File: config.mk
export PLATFORM = sky130hd
export DESIGN_NAME = mem_port_arbiter
export DESIGN_NICKNAME = d
export VERILOG_FILES = /design/src/rtl/mem_pkg.sv /design/src/rtl/mem_rr_picker.sv /design/src/rtl/mem_port_arbiter.sv
export SDC_FILE = /design/constraint.sdc
export NUM_CORES = 1
export LEC_CHECK = 0
export CORE_MARGIN = 4
export CORE_UTILIZATION = 25
export CTS_BUF_LIST = sky130_fd_sc_hd__clkbuf_4
export CTS_CLUSTER_SIZE = 12
export DETAILED_ROUTE_END_ITERATION = 6
export GPL_TIMING_DRIVEN = 0
export PLACE_DENSITY = 0.61
export SYNTH_ARGS = -nofsm -noshare
export SYNTH_HDL_FRONTEND = slang
export SYNTH_SLANG_ARGS = --single-unit
File: constraint.sdc
create_clock -name clock -period 7 [get_ports clock]
set_input_delay 1.05 -clock clock [delete_from_list [all_inputs] [get_ports clock]]
set_output_delay 1.05 -clock clock [all_outputs]
set_load 0.1 [all_outputs]
File: src/rtl/mem_pkg.sv
// rtl/mem_pkg.sv - shared constants, size codes, FSM states for the memory port arbiter
package mem_pkg;

  localparam int ADDR_W = 32;
  localparam int DATA_W = 32;

  localparam logic [1:0] SZ_1  = 2'b00;
  localparam logic [1:0] SZ_4  = 2'b01;
  localparam logic [1:0] SZ_8  = 2'b10;
  localparam logic [1:0] SZ_16 = 2'b11;

  typedef enum logic [1:0] {
    ST_IDLE  = 2'd0,
    ST_BURST = 2'd1,
    ST_DONE  = 2'd2
  } arb_state_t;

  function automatic logic [4:0] size_beats(input logic [1:0] size);
    case (size)
      SZ_1:    size_beats = 5'd1;
      SZ_4:    size_beats = 5'd4;
      SZ_8:    size_beats = 5'd8;
      default: size_beats = 5'd16;
    endcase
  endfunction

endpackage

File: src/rtl/mem_rr_picker.sv
// rtl/mem_rr_picker.sv - two-input one-hot winner select, round-robin or fixed priority
// MEM_ARB_FIXED_PRIO_EN: port 1 always wins ties and rr_last is ignored.
module mem_rr_picker (
  input  logic [1:0] req,
  input  logic       rr_last,
  output logic [1:0] win
);

  always_comb begin
    win = req;
    if (&req) begin
`ifdef MEM_ARB_FIXED_PRIO_EN
      win = 2'b10;
`else
      win = rr_last ? 2'b01 : 2'b10;
`endif
    end
  end

endmodule

File: src/rtl/mem_port_arbiter.sv
// rtl/mem_port_arbiter.sv - two-port arbiter and burst sequencer for the unified memory
// Tie-break policy selected in mem_rr_picker (MEM_ARB_FIXED_PRIO_EN).
module mem_port_arbiter
  import mem_pkg::*;
#(
  parameter int AW = ADDR_W,
  parameter int DW = DATA_W
) (
  input  logic          clock,
  input  logic          reset_n,
  input  logic          p0_req,
  input  logic          p0_rw,
  input  logic [AW-1:0] p0_addr,
  input  logic [1:0]    p0_size,
  input  logic [DW-1:0] p0_wdata,
  output logic          p0_gnt,
  output logic          p0_wready,
  output logic          p0_rvalid,
  output logic          p0_done,
  input  logic          p1_req,
  input  logic          p1_rw,
  input  logic [AW-1:0] p1_addr,
  input  logic [1:0]    p1_size,
  input  logic [DW-1:0] p1_wdata,
  output logic          p1_gnt,
  output logic          p1_wready,
  output logic          p1_rvalid,
  output logic          p1_done,
  output logic [DW-1:0] rd_data,
  output logic          mem_enable,
  output logic          mem_rw,
  output logic [AW-1:0] mem_address,
  output logic [1:0]    mem_access_size,
  output logic [DW-1:0] mem_data_in,
  input  logic          mem_busy,
  input  logic [DW-1:0] mem_data_out
);

  arb_state_t    state, next_state;
  logic          own_q;
  logic          rw_q;
  logic [AW-1:0] base_q;
  logic [1:0]    size_q;
  logic [3:0]    beat_q;
  logic [3:0]    last_q;
  logic          rr_last;
  logic          rvalid_q;
  logic          rvalid_own_q;
  logic [1:0]    win;
  logic [4:0]    beats_m1;
  logic          in_burst;
  logic          accept;

  mem_rr_picker u_picker (
    .req     ({p1_req, p0_req}),
    .rr_last (rr_last),
    .win     (win)
  );

  assign in_burst = (state == ST_BURST);
  assign accept   = in_burst && !mem_busy;
  assign beats_m1 = size_beats(win[1] ? p1_size : p0_size) - 5'd1;

  always_comb begin
    next_state = state;
    case (state)
      ST_IDLE:  if (p0_req || p1_req) next_state = ST_BURST;
      ST_BURST: if (accept && beat_q == last_q) next_state = ST_DONE;
      ST_DONE:  next_state = ST_IDLE;
      default:  next_state = ST_IDLE;
    endcase
  end

  always_ff @(posedge clock or negedge reset_n) begin
    if (!reset_n) begin
      state        <= ST_IDLE;
      own_q        <= 1'b0;
      rw_q         <= 1'b0;
      base_q       <= '0;
      size_q       <= 2'b00;
      beat_q       <= 4'd0;
      last_q       <= 4'd0;
      rr_last      <= 1'b1;
      rvalid_q     <= 1'b0;
      rvalid_own_q <= 1'b0;
    end else begin
      state        <= next_state;
      rvalid_q     <= accept && !rw_q;
      rvalid_own_q <= own_q;
      if (state == ST_IDLE && (p0_req || p1_req)) begin
        own_q  <= win[1];
        rw_q   <= win[1] ? p1_rw   : p0_rw;
        base_q <= win[1] ? p1_addr : p0_addr;
        size_q <= win[1] ? p1_size : p0_size;
        beat_q <= 4'd0;
        last_q <= beats_m1[3:0];
      end
      if (accept) beat_q <= beat_q + 4'd1;
      if (state == ST_DONE) rr_last <= own_q;
    end
  end

  // Ownership lasts through DONE; gnt falls on the return to IDLE.
  assign p0_gnt    = (state != ST_IDLE) && !own_q;
  assign p1_gnt    = (state != ST_IDLE) &&  own_q;
  assign p0_wready = accept && rw_q && !own_q;
  assign p1_wready = accept && rw_q &&  own_q;
  assign p0_rvalid = rvalid_q && !rvalid_own_q;
  assign p1_rvalid = rvalid_q &&  rvalid_own_q;
  assign p0_done   = (state == ST_DONE) && !own_q;
  assign p1_done   = (state == ST_DONE) &&  own_q;
  assign rd_data   = rvalid_q ? mem_data_out : '0;

  assign mem_enable      = in_burst;
  assign mem_rw          = in_burst && rw_q;
  assign mem_address     = in_burst ? base_q + {{(AW-6){1'b0}}, beat_q, 2'b00} : '0;
  assign mem_access_size = in_burst ? size_q : 2'b00;
  assign mem_data_in     = in_burst ? (own_q ? p1_wdata : p0_wdata) : '0;

endmodule

Yosys cells after proc, flatten, opt, wreduce, memory -nomap -nowiden --
Cells that the tools add are included.
Storage, ports and cells: logic and storage cells 61, flip-flop bits (word level) 49, input port bits 171
Operators by class: eq/ne operators 7, muxes and demuxes 16, reduce and logical (&&, ||, !) cells 25, add/subtract/negate cells 3
Operator list (count):
- $mux W32 | 5
- $add A32 B6 Y32 | 1
- $logic_and A1 B1 Y1 | 14
- $mux W2 | 6
- $pmux W4 S3 | 1
- $mux W4 | 2
- $add A4 B1 Y4 const B | 1
- $eq A2 B1 Y1 const B | 2
- $eq A2 B2 Y1 const B | 2
- $eq A4 B4 Y1 | 1
- $logic_not A1 Y1 | 4
- $logic_not A2 Y1 | 2
- $ne A2 B1 Y1 const B | 2
- $pmux W2 S2 | 1
- $reduce_and A2 Y1 | 2
- $reduce_bool A2 Y1 | 2
- $sub A4 B1 Y4 const B | 1
- $logic_or A1 B1 Y1 | 1
- $mux W1 | 1

Depth between registers and ports, before layout --
depth after elaboration 6, mapped depth 8, gate-level depth less buffers 8

Modules after synthesis --
A second synthesis with hierarchy kept.
Unflattened totals: cells, all modules 488, area total of the unflattened synthesis 3983.8 um2
By module, submodules not included:
- mem_port_arbiter | area each 3965.1 um2, sequential area each 1177.4 um2, cells each 485, times used 1
- mem_rr_picker | area each 18.8 um2, sequential area each 0.0 um2, cells each 3, times used 1

Worst setup path before layout --
OpenSTA, ideal clock, no wires.
path type reg2out, from reg beat_q[3], to out mem_address[29], cell stages (with the launch flop) 5, path slack 1.742 ns, data required time 5.950 ns, arrival 4.208 ns, path through dfrtp_1 ha_1 o21a_1 a21oi_1 o41ai_1
Between the ends: word-level cells in the longest chain between the ends 2
Ends and longest elaborated chain:
- start: declaration | RTL line mem_port_arbiter.sv:44 | logic [3:0] beat_q;
- start signal: assignment | RTL line mem_port_arbiter.sv:98 | if (accept) beat_q <= beat_q + 4'd1;
- $add A32 B6 Y32 | RTL line mem_port_arbiter.sv:116 | assign mem_address = in_burst ? base_q + {{(AW-6){1'b0}}, beat_q, 2'b00} : '0;
- $mux W32 | RTL line mem_port_arbiter.sv:116
- end: declaration | RTL line mem_port_arbiter.sv:32 | output logic [AW-1:0] mem_address,
No other way between the ends.

Final worst setup path --
from reg beat_q[0], to out mem_address[26]
The elaborated chain is that of the path after synthesis.

==> impl_metrics.env <==
export IMPL_initial_core_util_pct=25.5
export IMPL_dieArea_mm2=0.0168
export IMPL_synth_edf_count=0
export IMPL_post_route_min_period_ns=5.36
export IMPL_drv_cap=0
export IMPL_area_growth_pct=84.0
export IMPL_cp_cell_sequence="ha_1 -> inv_1 -> fa_1 -> nand2b_1 -> a211oi_4 -> nand3_2 -> or4_1 -> o21ai_0 -> clkdlybuf4s50_1"
export IMPL_io_pins=279
export IMPL_clock_latency_ns=0.38
export IMPL_num_rows=44
export IMPL_clock_root_buffer="clkbuf_4"
export IMPL_drt_iter0_drc=108
export IMPL_cp_max_fo=10
export IMPL_synth_warnings=0
export IMPL_cts_tree="built"
export IMPL_max_freq_mhz=187
export IMPL_place_port_buffers=278
export IMPL_cts_sinks=47
export IMPL_met3_length_mm=1.32
export IMPL_status="finished, final reports clean"
export IMPL_hold_buffers=0
export IMPL_synth_seq_area_share_pct=31.8
export IMPL_drive_gt1_share_pct=3.23
export IMPL_worstPathRequired_ns=5.95
export IMPL_dp_cells=920
export IMPL_slew_headroom_pct=30.3
export IMPL_numCtsBuffers=5
export IMPL_grt_use_total_pct=18.6
export IMPL_drt_wl_total_mm=16.6
export IMPL_synth_compound_area_share_pct=10.0
export IMPL_synth_area_leaders="dfrtp_1 31%, mux2i_1 18%, nor2_1 7.1%"
export IMPL_cp_arrival_ns=4.31
export IMPL_yosysTopAreaCell="dfrtp_1"
export IMPL_ant_nets=0
export IMPL_synthFlopType="dfrtp_1"
export IMPL_wl_met1_mm=6.69
export IMPL_synth_common_cells="70 x nor2_1, 67 x mux2i_1, 46 x dfrtp_1, 46 x nand2_1, 43 x o21ai_0"
export IMPL_first_global_vias=4355
export IMPL_synth_cell_area_mm2=0.00370
export IMPL_dp_hpwl_mm=14.0
export IMPL_cpPeakStageDelay_ns=1.19
export IMPL_period_share_pct=76.6
export IMPL_skew_ns=0.0142
export IMPL_vias=4304
export IMPL_synth_top_area_share_pct=31.1
export IMPL_postCtsSetupRepairBufs=0
export IMPL_htreeDepth=2
export IMPL_yosys_register_bits=47
export IMPL_first_pass_iters=4
export IMPL_setup_violations=0
export IMPL_finalNetCount=920
export IMPL_stdcell_count=928
export IMPL_synth_most_common_cell="nor2_1"
export IMPL_synth_avg_cell_area_um2=8.10
export IMPL_grt_max_degree=27
export IMPL_hold_violations=0
export IMPL_wl_per_cell_um=17.8
export IMPL_worst_slew_pin_slew_ns=1.04
export IMPL_num_antenna_cells=0
export IMPL_muxShareOfSynthArea_pct=18.4
export IMPL_synth_simple_area_share_pct=27.7
export IMPL_ys_types=46
export IMPL_postSynthNetCount=634
export IMPL_slew_violations=0
export IMPL_rsz0062_at_grt="no"
export IMPL_cp_end_kind="output port"
export IMPL_synth_xor_area_share_pct=5.68
export IMPL_finalSetupTns_ns=0
export IMPL_antenna_found_initial=0
export IMPL_critPathKind="flip-flop to output port"
export IMPL_drcViolationCount=0
export IMPL_synth_top_family_by_area="simple AND/OR/NAND/NOR gates"
export IMPL_top_layer="met4"
export IMPL_die_w_um=130
export IMPL_synthAdderAreaFrac_pct=2.23
export IMPL_async_reset_ff_share_pct=100
export IMPL_gp_congestion=0.866
export IMPL_cts_resized=0
export IMPL_worstHoldPathType="flip-flop to flip-flop"
export IMPL_coreArea_mm2=0.0145
export IMPL_worstSetupStartpointType="flip-flop"
export IMPL_clk_pin_slew_ns=0.16
export IMPL_slowest_stage="clkdlybuf4s50_1"
export IMPL_overflow=0
export IMPL_cts_buffer_depth=2
export IMPL_grt_pass1_wl_mm=24.7
export IMPL_die_y_um=130
export IMPL_via_per_inst=4.64
export IMPL_wl_met2_mm=8.50
export IMPL_syn_inst=457
-- cells in the final DEF, fill, tap and decap left out, types with 2 or more instances in the layout --
cell type,netlist,routed
clkbuf_4,0,5
mux2i_1,67,67
dfrtp_1,46,46
nor2_1,70,70
xor2_1,13,13
a21oi_1,7,7
buf_2,7,8
nand4_1,10,10
ha_1,5,5
o21ai_0,43,43
and3_1,5,5
or3_1,2,2
clkbuf_1,20,20
o21a_1,2,2
nand3_1,14,14
clkdlybuf4s50_1,0,277
inv_1,9,9
and2_1,38,38
nor3_1,10,10
and4_1,3,3
nand2_1,46,46
nand2b_1,4,4
xnor2_1,11,11
-- worst paths after layout --
path,from,endpoint,slack [ns],cells after the start
worst max-delay path,beat_q[0],mem_address[26],1.64,9
worst min-delay path,own_q,rvalid_own_q,0.42,0
worst max register to register,state[1],last_q[2],5.08,6
worst min register to register,own_q,rvalid_own_q,0.42,0
max in group asynchronous,reset_n,base_q[28],5.83,2
min in group asynchronous,reset_n,last_q[3],0.63,1
-- stage by stage --
step	utilization (%)	area (µm²)	hold WS, ns	setup slack [ns]
finish	46.9	6810	0.416	1.64
global route	46.9	6810	0.421	1.34
CTS	46.9	6810	0.413	1.61
detailed placement	46.3	6730	0.378	2.07
global placement	46.2	6720	0.370	2.13
floorplan	-	3700	0.352	1.74
-- logic make-up after synthesis --
group / count (synthesis)
simple gates: 210
mux: 68
compound gates: 64
flops: 47
buf+inv: 38
xor+xnor: 24
fa+ha+maj: 6
-- metal layers --
| metal | vias to the layer above | track usage [%] |
|---|---|---|
| li1 | 2136 | - |
| met1 | 1998 | 22.8 |
| met2 | 167 | 33.9 |
| met3 | 3 | 4.71 |
| met4 | 0 | 2.44 |
| met5 | - | 0 |
-- sequential cells by signal (all words and copies together) (netlist names), 2 cells and up --
register	flops
state	2
base_q	32
beat_q	4
last_q	3
-- worst max-delay path, delay by kind of cell (launching register included) --
family | cells | cell delay [ns]
compound gates | 2 | 0.66
simple gates | 3 | 0.90
flops | 1 | 0.49
buf+inv | 2 | 1.26
fa+ha+maj | 2 | 0.62
-- layout make-up --
cell class | instances | area, µm²
plain buffers | 29 | 121
clock buffers | 5 | 37.5
clock inverters | 3 | 43.8
fillers | 1451 | 7720
inverters | 9 | 33.8
multi-input cells | 372 | 2370
flip-flops and latches | 47 | 1180
well taps | 184 | 230
repair buffers | 279 | 2800
Power is left out: the tool's default activity adds up to more than one toggle a clock period on the data nets, which glitch-free logic cannot reach.
